## src/rtl/rca_signed_pipe.sv

```systemverilog
// Segment-pipelined signed ripple-carry adder/subtractor. One SEG-bit slice is
// resolved per stage; valid/ready handshake with a single global advance.
module rca_signed_pipe #(
  parameter int N   = 32,
  parameter int SEG = 8,
  parameter int SAT = 0
) (
  input  logic         clk,
  input  logic         rst,
  input  logic         in_valid,
  output logic         in_ready,
  input  logic [N-1:0] a,
  input  logic [N-1:0] b,
  input  logic         sub,
  input  logic         c_in,
  output logic         out_valid,
  input  logic         out_ready,
  output logic [N-1:0] sum,
  output logic         c_out,
  output logic         ovf
);

  localparam int STAGES = (N / SEG < 1) ? 1 : N / SEG;
  localparam int L      = STAGES - 1;

  function automatic logic [SEG:0] seg_add(input logic [SEG-1:0] x,
                                           input logic [SEG-1:0] y,
                                           input logic           ci);
    return {1'b0, x} + {1'b0, y} + {{SEG{1'b0}}, ci};
  endfunction

  function automatic logic [N-1:0] sat_val(input logic neg);
    logic signed [N-1:0] lim;
    lim = neg ? {1'b1, {(N-1){1'b0}}} : {1'b0, {(N-1){1'b1}}};
    return lim;
  endfunction

  logic [N-1:0] a_q   [STAGES];
  logic [N-1:0] b_q   [STAGES];
  logic [N-1:0] r_q   [STAGES];
  logic         cy_q  [STAGES];
  logic         vld_q [STAGES];
  logic         ovf_q;

  logic [N-1:0] a_w   [STAGES];
  logic [N-1:0] b_w   [STAGES];
  logic [N-1:0] r_w   [STAGES];
  logic         cy_w  [STAGES];
  logic [SEG:0] seg_w [STAGES];

  logic [N-1:0] a_d   [STAGES];
  logic [N-1:0] b_d   [STAGES];
  logic [N-1:0] r_d   [STAGES];
  logic         ovf_d;
  logic         cmsb_w;
  logic         adv;

  assign out_valid = vld_q[L];
  assign sum       = r_q[L];
  assign c_out     = cy_q[L];
  assign ovf       = ovf_q;
  assign adv       = ~vld_q[L] | out_ready;
  assign in_ready  = adv;

  // Stage inputs: stage 0 from the ports, later stages from the skew registers.
  always_comb begin
    a_w[0]  = a;
    b_w[0]  = sub ? ~b : b;
    cy_w[0] = c_in ^ sub;
    r_w[0]  = '0;
    for (int k = 1; k < STAGES; k++) begin
      a_w[k]  = a_q[k-1];
      b_w[k]  = b_q[k-1];
      cy_w[k] = cy_q[k-1];
      r_w[k]  = r_q[k-1];
    end
  end

  // Operands shift down one segment per stage; result slices shift in from the top,
  // so after the last stage the result is aligned and the operand top bit is A[N-1].
  always_comb begin
    for (int k = 0; k < STAGES; k++) begin
      seg_w[k] = seg_add(a_w[k][SEG-1:0], b_w[k][SEG-1:0], cy_w[k]);
      a_d[k]   = a_w[k] >> SEG;
      b_d[k]   = b_w[k] >> SEG;
      r_d[k]   = (r_w[k] >> SEG) | (N'(seg_w[k][SEG-1:0]) << (N - SEG));
    end
    cmsb_w = a_w[L][SEG-1] ^ b_w[L][SEG-1] ^ seg_w[L][SEG-1];
    ovf_d  = cmsb_w ^ seg_w[L][SEG];
    if (SAT != 0 && ovf_d) begin
      r_d[L] = sat_val(a_w[L][SEG-1]);
    end
  end

  // Pipeline registers: all stages advance together or all hold.
  always_ff @(posedge clk) begin
    if (rst) begin
      for (int k = 0; k < STAGES; k++) begin
        vld_q[k] <= 1'b0;
        a_q[k]   <= '0;
        b_q[k]   <= '0;
        r_q[k]   <= '0;
        cy_q[k]  <= 1'b0;
      end
      ovf_q <= 1'b0;
    end else if (adv) begin
      vld_q[0] <= in_valid;
      for (int k = 1; k < STAGES; k++) begin
        vld_q[k] <= vld_q[k-1];
      end
      for (int k = 0; k < STAGES; k++) begin
        a_q[k]  <= a_d[k];
        b_q[k]  <= b_d[k];
        r_q[k]  <= r_d[k];
        cy_q[k] <= seg_w[k][SEG];
      end
      ovf_q <= ovf_d;
    end
  end

endmodule

```

## config.mk

```make
export PLATFORM = sky130hd
export DESIGN_NAME = rca_signed_pipe
export DESIGN_NICKNAME = d
export VERILOG_FILES = /design/src/rtl/rca_signed_pipe.sv
export SDC_FILE = /design/constraint.sdc
export NUM_CORES = 1
export LEC_CHECK = 0
export ABC_AREA = 1
export BUFFER_PORTS_ARGS = -buffer_cell sky130_fd_sc_hd__buf_4
export CAP_MARGIN = 20
export CORE_MARGIN = 3
export CORE_UTILIZATION = 52
export DETAILED_ROUTE_END_ITERATION = 6
export GPL_ROUTABILITY_DRIVEN = 1
export PLACE_DENSITY_LB_ADDON = 0.25
export SYNTH_ARGS = -nofsm -noshare
export SYNTH_HDL_FRONTEND = slang
export SYNTH_SLANG_ARGS = --single-unit
```

## constraint.sdc

```tcl
create_clock -name clk -period 4.9 [get_ports clk]
set_input_delay 0.49 -clock clk [delete_from_list [all_inputs] [get_ports clk]]
set_output_delay 0.49 -clock clk [all_outputs]
set_load 0.02 [all_outputs]
```

== Yosys cells after proc, flatten, opt, wreduce, memory -nomap -nowiden ==
Memories as Yosys holds them, arrays and structs flattened.
Cells that the tools add are included.

* Output and inout port bits: 36
* Memories: 5
* Bits in writable memories: 328
* Word-level logic and storage cells: 70
* Bits in registers: 1
* Bits of input ports: 70

{| class="wikitable"
|+ Memories
! name !! depth !! bits a word !! rd ports !! clocked after Yosys merged registers in !! write ports !! line !! text
|-
| r_q || 4 || 32 || 4 || 0 || 4 || 40 || <nowiki>logic [N-1:0] r_q [STAGES];</nowiki>
|-
| a_q || 4 || 24 || 3 || 0 || 4 || 38 || <nowiki>logic [N-1:0] a_q [STAGES];</nowiki>
|-
| b_q || 4 || 24 || 3 || 0 || 4 || 39 || <nowiki>logic [N-1:0] b_q [STAGES];</nowiki>
|-
| cy_q || 4 || 1 || 4 || 0 || 4 || 41 || <nowiki>logic cy_q [STAGES];</nowiki>
|-
| vld_q || 4 || 1 || 4 || 0 || 4 || 42 || <nowiki>logic vld_q [STAGES];</nowiki>
|}

* Add/sub/neg operators: 8
* Bitwise gates (word level): 30
* Mux-type cells: 26

{| class="wikitable"
|+ Operators by type and width
! cell !! number
|-
| 2-to-1 mux 24 bit || 8
|-
| 2-to-1 mux 32 bit || 5
|-
| OR 24 x 32 -> 32 bit || 3
|-
| adder 8 x 8 -> 9 bit || 4
|-
| adder 9 x 1 -> 9 bit || 4
|-
| NOT 32 bit || 1
|-
| OR 1 bit || 21
|-
| 2-to-1 mux 1 bit || 13
|-
| bitwise XOR 1 bit || 4
|-
| NOT 1 bit || 1
|}

== Logic depth before layout (Yosys ltp) ==
An unclocked memory read counts as a cell.

* Depth after elaboration: 7
* Mapped depth: 13
* Depth with buffers taken out: 11

== Worst setup path before layout ==
Ideal clock, no wire load.

* Path kind: reg2reg
* From: memory vld_q[3]
* To: memory a_q[0][0] (netlist name) (enable)
* Data required time: 4.348 ns
* Cell stages (with the launch flop): 4
* Setup slack: -0.362 ns
* Clock period less this slack: 5.262 ns
* Arrival time: 4.710 ns
* Setup time: 0.552 ns
* Buffers on the path: 0
* Cell sequence: edfxtp_1 -> nand2_2 -> inv_2 -> nand2_1

{| class="wikitable"
|+ RTL lines
! item !! line
|-
| from (decl) || 42
|-
| to (decl) || 38
|}

==> insert_results.sql <==
INSERT INTO impl_metrics (metric_group, metric, value, unit) VALUES
('setup_path', 'timing.critical_path.to_type', 'flop', ''),
('timing', 'timing.final.hold_violations', '0', ''),
('cts', 'cts_num_sinks', '185', ''),
('timing', 'timing.final.crit_period', '2.37', 'ns'),
('worst_hold_path', 'timing.hold.worst.class', 'input port to flop', ''),
('power_and_ir_drop', 'pwr-share-comb', '0.108', ''),
('timing', 'setup_total_negative_slack', '0', 'ns'),
('cts', 'path_clk_slew', '0.07', 'ns'),
('synth', 'cell_type_with_the_highest_aggregate_area_in_the_netlist', 'sky130_fd_sc_hd__edfxtp_1', ''),
('setup_path', 'kind_of_cell_with_the_highest_combined_delay_on_the_critical_path', 'simple AND/OR/NAND/NOR gates', ''),
('synth', 'synth.area.top_cells', 'sky130_fd_sc_hd__edfxtp_1 (65%), sky130_fd_sc_hd__nor2_1 (7.7%), sky130_fd_sc_hd__inv_1 (7.6%)', ''),
('cts', 'cts.htree.levels', '4', ''),
('synth', 'synthXorXnorAreaFrac', '0.0339', ''),
('global_routing', 'grt_pass1_vias', '4759', ''),
('setup_path', 'timing.critical_path.slowest_cell_delay', '0.71', 'ns'),
('setup_path', 'critPathMaxFanout', '141', ''),
('power_and_ir_drop', 'worst_ir_drop_vdd', '0.276', 'mV'),
('layout', 'drive_above_1_share', '0.159', ''),
('synth', 'synth-seq-area-share', '0.650', ''),
('power_and_ir_drop', 'leakagePower', '4.62', 'nW'),
('timing', 'tightestPinTransition', '1.01', 'ns'),
('layout', 'mostFrequentLayoutCells', 'sky130_fd_sc_hd__edfxtp_1 (184), sky130_fd_sc_hd__nor2_1 (176), sky130_fd_sc_hd__inv_1 (172)', ''),
('synth', 'muxShareOfSynthArea', '0', ''),
('placed_design', 'place.port_buffers', '105', ''),
('drt', 'detailedRoute.firstIterationViolations', '345', ''),
('drt', 'drt_pass1_iterations', '4', ''),
('drt', 'drcViolationCount', '0', ''),
('cts', 'cts.repair_timing.setup_buffer_count', '0', ''),
('cts', 'post_cts_resized', '0', ''),
('placed_design', 'place.detailed.instances', '1081', ''),
('layout', 'area_growth', '17.3', '%'),
('floorplanning', 'die_area', '0.0180', 'mm2'),
('cts', 'clk_root_buffer_cell', 'sky130_fd_sc_hd__clkbuf_16', ''),
('global_routing', 'gr-total-overflow', '0', ''),
('timing', 'max_freq', '421', 'MHz'),
('floorplanning', 'fp.dieH', '134', 'um'),
('global_routing', 'grt_start_max_net_pins', '142', ''),
('synth', 'synth_adder_area_share', '0.0598', ''),
('floorplanning', 'floorplan.die.width', '134', 'um'),
('floorplanning', 'row_count', '46', ''),
('setup_path', 'critical_path.startpoint_type', 'flop', ''),
('drt', 'final_antenna_net_count', '0', ''),
('timing', 'final_setup_fails', '0', ''),
('global_routing', 'grt_first_pass_wirelength', '21600', 'um'),
('drt', 'wire_per_inst', '11.5', 'um'),
('run_status', 'status', 'finished clean', ''),
('layout', 'finish.net_count', '990', ''),
('cts', 'tritoncts', 'yes', ''),
('power_and_ir_drop', 'p_per_cell_area', '355', 'mW/mm2'),
('global_routing', 'number_of_antenna_violations_at_the_first_check_in_global_routing', '1', ''),
('drt', 'drt-total-wl', '12900', 'um'),
('layout', 'mostFrequentLayoutCell', 'sky130_fd_sc_hd__edfxtp_1', ''),
('synth', 'synth-warning-count', '0', ''),
('synth', 'synth.net_count', '887', ''),
('flow_run', 'maxCapViolations', '0', ''),
('layout', 'final-instance-count-excl-fill', '1114', ''),
('timing', 'rsz0062_at_grt', 'no', ''),
('power_and_ir_drop', 'sequentialPowerShare', '0.538', ''),
('floorplanning', 'initial_core_util', '0.535', ''),
('cts', 'hold_buffers', '0', ''),
('synth', 'synthSimpleGateAreaFrac', '0.123', ''),
('setup_path', 'worstPathCellList', 'nand2_2 -> inv_2 -> nand2_8 -> buf_4', ''),
('setup_path', 'critical_path_buf_inv_count', '2', ''),
('placed_design', 'dp_hpwl', '8320', 'um'),
('timing', 'timing.final.max_slew_violations', '0', ''),
('synth', 'synth_largest_type_area_fraction', '0.648', ''),
('setup_path', 'cp.arrival', '2.44', 'ns'),
('setup_path', 'cp_slowest_cell', 'sky130_fd_sc_hd__nand2_8', ''),
('synth', 'syn-cell-area', '0.00853', 'mm2'),
('floorplanning', 'pin_count', '106', ''),
('floorplanning', 'floorplan.core_area', '0.0159', 'mm2');
cell usage after synthesis:
cell and count:
sky130_fd_sc_hd__a21boi_0 2, sky130_fd_sc_hd__a21oi_1 43, sky130_fd_sc_hd__buf_2 15, sky130_fd_sc_hd__buf_4 2, sky130_fd_sc_hd__buf_6 7, sky130_fd_sc_hd__dfxtp_1 1, sky130_fd_sc_hd__edfxtp_1 184, sky130_fd_sc_hd__fa_1 8
sky130_fd_sc_hd__ha_1 28, sky130_fd_sc_hd__inv_1 172, sky130_fd_sc_hd__inv_2 2, sky130_fd_sc_hd__nand2_1 68, sky130_fd_sc_hd__nand2_2 1, sky130_fd_sc_hd__nand3_1 23, sky130_fd_sc_hd__nor2_1 176, sky130_fd_sc_hd__nor2_4 1
sky130_fd_sc_hd__o21a_1 4, sky130_fd_sc_hd__o21ai_0 11, sky130_fd_sc_hd__xnor2_1 25, sky130_fd_sc_hd__xor2_1 8
logic make-up (layout without fill, tap and decap cells):
kind of cell,after synthesis,after routing
AOI/OAI and AO/OA,60,60
xor gates and xnor gates,33,33
adders and majority gates,36,36
buffers and inverters,198,314
DFF,185,185
other,0,1
and+or+nand+nor,269,269
worst reg2reg max path, delay by kind of cell (launching register included):
| kind | cells | cell delay, ns |
|---|---|---|
| buffers and inverters | 2 | 0.75 |
| DFF | 1 | 0.41 |
| and+or+nand+nor | 2 | 0.82 |
stage by stage:
step	instance area (um2)	utilization	hold WS (ns)	power (mW)	setup WS, ns
final	10000	0.628	0.350	3.56	2.53
after detailed placement	9460	0.593	0.489	2.33	2.24
after CTS	10000	0.628	0.325	3.59	2.52
after global routing	10000	0.628	0.342	3.72	2.35
after floorplan	8530	-	0.519	2.21	1.49
after global placement	9460	0.593	0.483	2.32	2.27
worst paths after layout:
path              slack, ns                       end  cells after the start          startpoint
setup / recovery       2.53  a_q[0][38]$_SDFFCE_PN0P_                      4  vld_q[3]$_DFFE_PP_
hold / removal         0.35  a_q[0][12]$_SDFFCE_PN0P_                      3               a[20]
setup reg to reg       2.53  a_q[0][38]$_SDFFCE_PN0P_                      4  vld_q[3]$_DFFE_PP_
hold reg to reg        0.51          ovf$_SDFFE_PP0N_                      2    ovf$_SDFFE_PP0N_
final cells by class:
class,count,area (um2)
clock inverter,15,118
multi-input combinational,398,2180
tap,216,270
inverter,174,656
antenna,1,2.50
sequential,185,5550
fill,1266,5940
timing repair buffer,108,811
clock buffer,17,425
power groups by stage:
stage / Combinational (mW) / Sequential, mW / Clock, mW
floorplan: 0.246 / 1.96 / 0
global placement: 0.378 / 1.94 / 0
detailed placement: 0.385 / 1.95 / 0
CTS: 0.388 / 1.91 / 1.29
global route: 0.441 / 1.92 / 1.36
finish: 0.383 / 1.91 / 1.26
state kept, by name (all words and copies together), names as in the netlist:
name,count
vld_q,4
cy_q,4
b_q,48
ovf,1
r_q,80
a_q,48
metal layers:
metal  GRT usage  up-vias  part of all wire
met3      0.0368       21             0.052
met2       0.253       94              0.49
met5           0        -                 0
met1       0.195     2281              0.44
li1            -     2682                 -
met4      0.0645        0             0.022
Note: power is estimated with default switching activity, not from simulation.
